$ cat config.mk
export PLATFORM = sky130hd
export DESIGN_NAME = rr_arbiter_onehot
export DESIGN_NICKNAME = d
export VERILOG_FILES = /design/src/rtl/rr_arbiter_onehot.sv
export SDC_FILE = /design/constraint.sdc
export NUM_CORES = 1
export LEC_CHECK = 0
export CELL_PAD_IN_SITES_DETAIL_PLACEMENT = 0
export CELL_PAD_IN_SITES_GLOBAL_PLACEMENT = 1
export CORE_AREA = 2 2 47 44
export DETAILED_ROUTE_END_ITERATION = 8
export DIE_AREA = 0 0 49 46
export GPL_TIMING_DRIVEN = 0
export PLACE_DENSITY_LB_ADDON = 0.1
export SLEW_MARGIN = 15
export SYNTH_ARGS = -nofsm -noshare
export SYNTH_HDL_FRONTEND = slang
export SYNTH_SLANG_ARGS = --single-unit
$ cat constraint.sdc
create_clock -name clk -period 2.92 [get_ports clk]
set_clock_uncertainty 0.15 [all_clocks]
set_input_delay 0.73 -clock clk [delete_from_list [all_inputs] [get_ports clk]]
set_output_delay 0.73 -clock clk [all_outputs]
set_load 0.02 [all_outputs]
$ cat src/rtl/rr_arbiter_onehot.sv
// Round-robin arbiter with packet locking: one-hot registered grant feeding a
// downstream one-hot mux; the owner holds the grant until its last beat is accepted.
module rr_arbiter_onehot #(
  parameter int unsigned NR = 4,
  parameter int unsigned IW = $clog2(NR)
) (
  input  logic          clk,
  input  logic          rst,
  input  logic [NR-1:0] req,
  input  logic [NR-1:0] in_last,
  output logic [NR-1:0] in_ready,
  output logic [NR-1:0] grant,
  output logic [IW-1:0] grant_idx,
  output logic          out_valid,
  output logic          out_last,
  input  logic          out_ready
);

  typedef enum logic {
    IDLE = 1'b0,
    BUSY = 1'b1
  } state_t;

  state_t        state, state_nxt;
  logic [NR-1:0] grant_nxt;
  logic [IW-1:0] idx_nxt;
  logic [IW-1:0] ptr, ptr_nxt;
  logic [IW-1:0] winner;
  logic          found;
  int unsigned   cand;
  logic [IW-1:0] cand_idx;
  logic          busy;
  logic          done;

  // Wrap-around scan starting at ptr; only indices below NR are visited.
  always_comb begin
    winner   = '0;
    found    = 1'b0;
    cand     = 0;
    cand_idx = '0;
    for (int unsigned off = 0; off < NR; off++) begin
      cand = 32'(ptr) + off;
      if (cand >= NR) cand = cand - NR;
      cand_idx = IW'(cand);
      if (!found && req[cand_idx]) begin
        found  = 1'b1;
        winner = cand_idx;
      end
    end
  end

  assign done = out_ready && in_last[grant_idx];

  always_comb begin
    state_nxt = state;
    grant_nxt = grant;
    idx_nxt   = grant_idx;
    ptr_nxt   = ptr;
    case (state)
      IDLE: begin
        if (found) begin
          state_nxt = BUSY;
          grant_nxt = NR'(1) << winner;
          idx_nxt   = winner;
        end
      end
      BUSY: begin
        // Finished owner drops to lowest priority for the next scan.
        if (done) begin
          state_nxt = IDLE;
          grant_nxt = '0;
          idx_nxt   = '0;
          ptr_nxt   = (grant_idx == IW'(NR - 1)) ? '0 : grant_idx + IW'(1);
        end
      end
      default: begin
        state_nxt = IDLE;
        grant_nxt = '0;
        idx_nxt   = '0;
      end
    endcase
  end

  always_ff @(posedge clk) begin
    if (rst) begin
      state     <= IDLE;
      grant     <= '0;
      grant_idx <= '0;
      ptr       <= '0;
    end else begin
      state     <= state_nxt;
      grant     <= grant_nxt;
      grant_idx <= idx_nxt;
      ptr       <= ptr_nxt;
    end
  end

  // Handshake outputs are suppressed while rst is high so nothing is accepted in that cycle.
  assign busy      = (state == BUSY) && !rst;
  assign out_valid = busy;
  assign out_last  = busy && in_last[grant_idx];
  assign in_ready  = (busy && out_ready) ? grant : '0;

endmodule

# --- Word-level counts from Yosys, hierarchy flattened ---
# Cells that the tools add are included.
totals:
  regBits: 9
  inputBits: 11
  out_inout_bits: 12
  word_cells: 72
op_classes:
  addsub: 8
  magnitude_cmp: 9
  eq_ne: 3
  shift: 1
  mux: 33
  bitwise: 1
  reduce_logical: 13
ops:
  columns: ["operator", "n"]
  rows:
  - ["$mux 2", 11]
  - ["$lt 2x3->1 const B", 5]
  - ["$mux 4", 3]
  - ["$mux 1", 11]
  - ["$bmux 1 s2", 5]
  - ["$ge 3x3->1 const B", 3]
  - ["$pmux 4 s2", 1]
  - ["$sub 2x1->2 const B", 4]
  - ["$logic_and 1x1->1", 7]
  - ["$add 2x2->3 const B", 2]
  - ["$logic_not 1->1", 4]
  - ["$pmux 2 s2", 1]
  - ["$reduce_and 2->1", 2]
  - ["$shl 1x2->4 const A", 1]
  - ["$add 2x1->3 const B", 1]
  - ["$ge 2x3->1 const B", 1]
  - ["$add 2x1->2 const B", 1]
  - ["$eq 2x2->1 const B", 1]
  - ["$ne 2x1->1 const B", 1]
  - ["$ne 2x2->1 const B", 1]
  - ["$pmux 1 s2", 1]
  - ["$not 1->1", 1]

# --- Depth between registers and ports, before layout ---
# Gate-level depths: netlist of the first run.
depth:
  depth_word: 17
  mapped_depth: 5

# --- Worst setup path after synthesis of the first run ---
# OpenSTA, ideal clock, no wires.
synth_timing:
  path_type: "input port to output port"
  from: "in in_last[3]"
  to: "out out_last"
  arrival_time_ps: 1486
  required_time_ps: 2040
  slack_ps: 554
  path_stages: 2
  n_path_buf: 0
  cell_sequence: "mux4_2 > and2_2"
synth_via:
  elab_chain_cells: 3
synth_lines:
  columns: ["item", "line_no", "text"]
  rows:
  - ["from (decl)", "10", "input logic [NR-1:0] in_last,"]
  - ["$bmux 1 s2", "101", "assign out_last = busy && in_last[grant_idx];"]
  - ["$mux 1 (implied by the code)", "101", null]
  - ["$logic_and 1x1->1", "101", null]
  - ["to (decl)", "15", "output logic out_last,"]
# No other way between the ends. The select of a mux whose other input is x is not followed.

# --- Final worst setup path of the first run ---
layout_timing:
  from: "in in_last[0]"
  to: "out out_last"
# The elaborated chain is that of the path after synthesis.

==> results of run 1 <==
## kinds of logic (layout without fill, tap and decap cells)
kind of cell             Yosys count  after routing  share of synthesized area [%]
AND/OR/NAND/NOR                   18             18                           21.3
AO/OA/AOI/OAI                     16             16                           29.5
flip-flops                         9              9                           34.5
multiplexers                       4              4                           10.1
buffers and inverters              3             31                           2.16
adder cells (fa/ha/maj)            1              1                           2.40
## sequential cells by signal, indices dropped and copies added (netlist names)
name       flops
state          1
grant          4
grant_idx      2
ptr            2
## stage by stage
| stage | setup TNS, ps | power (mW) | setup slack, ps | area, µm² | util [%] |
|---|---|---|---|---|---|
| 3_3_place_gp | -2330 | 0.224 | -409 | 773 | 42.5 |
| 5_1_grt | 0 | 0.341 | 11.1 | 817 | 44.9 |
| 3_5_place_dp | -2250 | 0.224 | -405 | 773 | 42.5 |
| 2_1_floorplan | 0 | 0.182 | 554 | 522 | - |
| 6_report | 0 | 0.323 | 67.5 | 817 | 44.9 |
| 4_1_cts | 0 | 0.329 | 35.1 | 812 | 44.6 |
## power by group through the flow
stage	Combinational (mW)	Sequential, mW	Clock, mW
floorplan	0.0372	0.145	0
global placement	0.0837	0.140	0
detailed placement	0.0834	0.140	0
CTS	0.0867	0.138	0.104
global route	0.0924	0.138	0.110
finish	0.0856	0.137	0.100
## area by class of cell
cell class | count | area (µm²)
Multi-Input combinational cell | 39 | 338
Tap cell | 25 | 31.3
Clock buffer | 4 | 26.3
Timing Repair Buffer | 24 | 230
Fill cell | 177 | 1000
Inverter | 2 | 7.51
Buffer | 1 | 3.75
Sequential cell | 9 | 180
## layout by cell type (no fill, tap or decap), types with 2 or more instances in the layout
cell type / netlist / routed
clkdlybuf4s50_1: 0 / 15
dfxtp_1: 9 / 9
and3_1: 4 / 4
a32o_2: 4 / 4
dlygate4sd2_1: 0 / 4
mux2i_1: 3 / 3
nor2_1: 4 / 3
a21oi_1: 3 / 3
nor3_1: 3 / 3
clkbuf_4: 0 / 3
inv_1: 2 / 2
clkbuf_1: 1 / 2
a22o_1: 2 / 2
dlymetal6s2s_1: 0 / 2
buf_4: 0 / 2
## layer usage
layer	track usage, %	routed length [µm]	up-vias
li1	-	-	254
met1	16.1	612	233
met2	18.1	601	10
met3	5.26	57	5
met4	5.14	17	0
met5	0	0	-
## worst reg2reg max path: cells and delay by family (launching register included)
kind | cells | cell delay [ps]
muxes | 1 | 540
AOI/OAI and AO/OA | 3 | 500
DFF | 1 | 420
buffers and inverters | 1 | 170
## path summary, 6_finish.rpt
| path | start | endpoint | slack (ps) | depth (start not counted) |
|---|---|---|---|---|
| worst max register to register | grant_idx[0] | grant[0] | 1090 | 5 |
| worst min register to register | grant[0] | grant[0] | 340 | 1 |
| worst max-delay path | in_last[0] | out_last | 70 | 4 |
| worst min-delay path | grant[0] | grant[0] | 340 | 1 |
## timing repair
| action | CTS | global route |
|---|---|---|
| pin swaps | 0 | 0 |
| setup buffers | 2 | 0 |
| hold buffers | 0 | 0 |
| endpoints found under the hold margin | 0 | 0 |
| endpoints found under the setup margin | 6 | 2 |
| gates resized for setup | 10 | 2 |
==> metrics.txt, run 1 <==
Cells after Synth=51; CP Capture Type=output port; H-tree depth=1; Rel. slew slack=55.8%; worst-margin pin slew=658 ps; CTS tree=done; Initial Utilization=28.7%; final WL=1290 µm; outcome=complete, no violations; post-synthesis cell area=522 µm²; DRC Markers=0; Post-DRT Antenna Nets=0; Synth top cells by count=9 x dfxtp_1, 4 x a32o_2, 4 x and3_1, 4 x nor2_1; delay-heaviest family, CP=buffers and inverters; drt initial violations=8; Synth area leader=dfxtp_1; Final Cycle Share=97.7%; total CTS buffers=3; Leak=0.385 nW; count of port buffers added during placement=22; DR pass1 iterations=4; Core Footprint=1820 µm²; worst skew pair latency=270 ps; Post-synth EDFFs=0; post-DP HPWL=971 µm; crit path DAT=1970 ps; kind of critical path=input pin to output port; Reg power frac=42.5%; Synth top area share=34.5%; Area growth syn-to-layout=56.6%; syn_nets=63; RSZ-0062 raised after global routing=false; row count=15; syn_area_per_cell=10.2 µm²; largest net degree at the start of global routing=8; die width=49 µm; die height=46 µm; Area contributors post-synth=dfxtp_1 35%, a32o_2 8.6%, mux2i_1 5.8%; CP Max Fanout=2; combinational share of power=26.5%; Pwr Density=396 nW/µm²; Worst EP required=2040 ps; Final setup viols=0; worst min-delay path class=flop to flop; fin nets=92; GRT Residual Overflow=0; clock sinks=9; P_int=228 µW; Async SR Flop Fraction=0%; gr usage total=12.4%; CP Cell Sequence=clkdlybuf4s50_1 -> mux4_2 -> and2_2 -> buf_2; P_sw=95.6 µW; Crit path largest cell delay=470 ps; CTS clock-pin slew for the worst setup and hold paths=60 ps; post-synthesis cell type count=26; clock group share of total power=31.1%; Final Max Tran Viols=0; final cell count without fillers=104; Fmax=0.351 GHz; # diodes=0; CP max-delay cell=mux4_2; Worst Path Buf+Inv=2; die area=2250 µm²; Most used DFF post-synth=dfxtp_1; CP Launch Type=input pin; first-pass GRT wire length=2010 µm; sequential area share after synthesis=34.5%; share of cells above drive strength 1=21.5%; Max VDD drop=193 µV; vias in the first global route=423; Routed wire per std cell=12.4 µm; Yosys reg bits=9; Final Hold Viols=0; Max Root-Sink Buffers=2; Cells after DPL=98; worst hold slack=340 ps; GPL Wtd Cong=0.752; Tmin final=2850 ps; Root Driver=clkbuf_4; max_cap viols=0; initial antenna violation count=0; count leader, synth=dfxtp_1; Vias=502; Sw Share=29.6%; drt via density=4.83; I/O pin total=23; warning count from the yosys run=0
Note: power is estimated with default switching activity, not from simulation.
==> inputs of run 2 (changes only) <==
- CAP_MARGIN: not set -> 40
- CORE_AREA: 2 2 47 44 -> 2 2 48 50
- DIE_AREA: 0 0 49 46 -> 0 0 50 52
- clock period: 2.92 -> 2.6 ns (I/O delays scaled with it)
==> run 2 against run 1 <==
Effect of this change:
- global-route usage fell by 0.37 points
- die area grew 15%
- critical path depth did not move
- utilization fell by 5.7 points
- worst setup slack improved by 82 ps
- largest power group unchanged
- largest cell class unchanged
- non-clock buffer count did not move
- combinational power grew 12%
==> metrics.txt, run 2 (synthesis gave the netlist of run 1 again) <==
outcome=complete, no violations; initial antenna violation count=0; RSZ-0062 raised after global routing=false; share of cells above drive strength 1=21.5%; CTS clock-pin slew for the worst setup and hold paths=60 ps; total CTS buffers=3; commonest non-fill, non-tap cells in the layout=10 x clkdlybuf4s50_1, 9 x dfxtp_1, 6 x dlygate4sd2_1; GRT Residual Overflow=0; Final setup viols=0; first-pass GRT wire length=2300 µm; Fmax=0.408 GHz; drt initial violations=8; worst skew pair latency=260 ps; Pwr Density=434 nW/µm²; Root Driver=clkbuf_4; flop-to-flop setup slack=770 ps; worst-margin pin slew=654 ps; max reg flops=4; Rel. slew slack=56.0%; Core Footprint=2110 µm²; CP Launch Type=input pin; Tmin final=2450 ps; I/O pin total=23; CTS tree=done; Max VDD drop=337 µV; Vias=499; Initial Utilization=24.8%; Finished Core Util=39.2%; CP Capture Type=output port; count of port buffers added during placement=22; Post-DRT Antenna Nets=0; hold_sp=grant[3]; Final Cycle Share=94.3%; Worst Setup SP=in_last[2]; max_cap viols=0; CP Max Fanout=2; # diodes=0; worst min-delay path class=flop to flop; Layout fillers=213; hold buffer count at cts=0; clock sinks=9; drt via density=4.66; kind of critical path=input pin to output port; fin nets=92; row count=17; DRC Markers=0; vias in the first global route=484; Max Root-Sink Buffers=2; Largest Register=grant; Final Hold Viols=0; Routed wire per std cell=12.7 µm; Final Max Tran Viols=0; H-tree depth=1; Area growth syn-to-layout=58.3%; worst hold slack=344 ps; Worst EP required=1800 ps; worst reg2reg path startpoint=grant_idx[0]; DR pass1 iterations=4; commonest non-fill, non-tap cell in the layout=clkdlybuf4s50_1; die width=50 µm; biggest regs=grant (4), grant_idx (2), ptr (2); largest net degree at the start of global routing=8; die height=52 µm; post-DP HPWL=1030 µm; crit path DAT=1650 ps; Leak=0.372 nW; GPL Wtd Cong=0.655; die area=2600 µm²; final WL=1360 µm; gr usage total=12.0%
==> run 2: worst max-delay path, stage by stage <==
cell,delay [ps]
dlygate4sd2_1,240
mux4_2,470
and2_4,170
buf_6,120
==> run 2: stage by stage <==
| step | instance area [µm²] | cells | power [mW] | setup slack, ps | TNS (ps) |
|---|---|---|---|---|---|
| after floorplan | 522 | 51 | 0.205 | 394 | 0 |
| after global routing | 826 | 107 | 0.383 | 89.7 | 0 |
| after CTS | 821 | 107 | 0.365 | 6.84 | 0 |
| after detailed placement | 777 | 101 | 0.251 | -546 | -3120 |
| after global placement | 777 | 101 | 0.253 | -571 | -3260 |
| final | 826 | 107 | 0.359 | 149 | 0 |
==> run 2: metal layers <==
metal	global-route usage [%]	wire, µm	vias to the layer above	share of wire, %
met3	6.03	91	2	6.7
met5	0	0	-	0
met2	17.3	625	14	46
met1	15.3	634	225	47
li1	-	-	258	-
met4	4.17	9	0	0.66
==> run 2: cell type report <==
class	count	area [µm²]	share of cell area (%)
inverters	2	7.51	0.909
well taps	28	35.0	4.24
plain buffers	1	3.75	0.455
clock buffers	4	26.3	3.18
repair buffers	24	234	28.3
flip-flops and latches	9	180	21.8
multi-input cells	39	339	41.1
==> run 2: worst paths after layout <==
path / end / cells past startpoint
worst max-delay path: out_last / 4
worst min-delay path: grant[3] / 1
worst max register to register: grant_idx[1] / 5
worst min register to register: grant[3] / 1
==> run 2: power breakdown <==
part	total, mW	switching [mW]	leakage [nW]	internal [mW]
clock	0.108	0.0490	0.0150	0.0592
combinational	0.0958	0.0465	0.284	0.0493
sequential	0.155	0.00874	0.0737	0.146
total	0.359	0.104	0.372	0.254
==> run 2: what timing repair did <==
action | CTS | global route
pin swaps | 2 | 1
endpoints found under the setup margin | 6 | 1
gates resized for setup | 21 | 2
setup buffers | 2 | 0
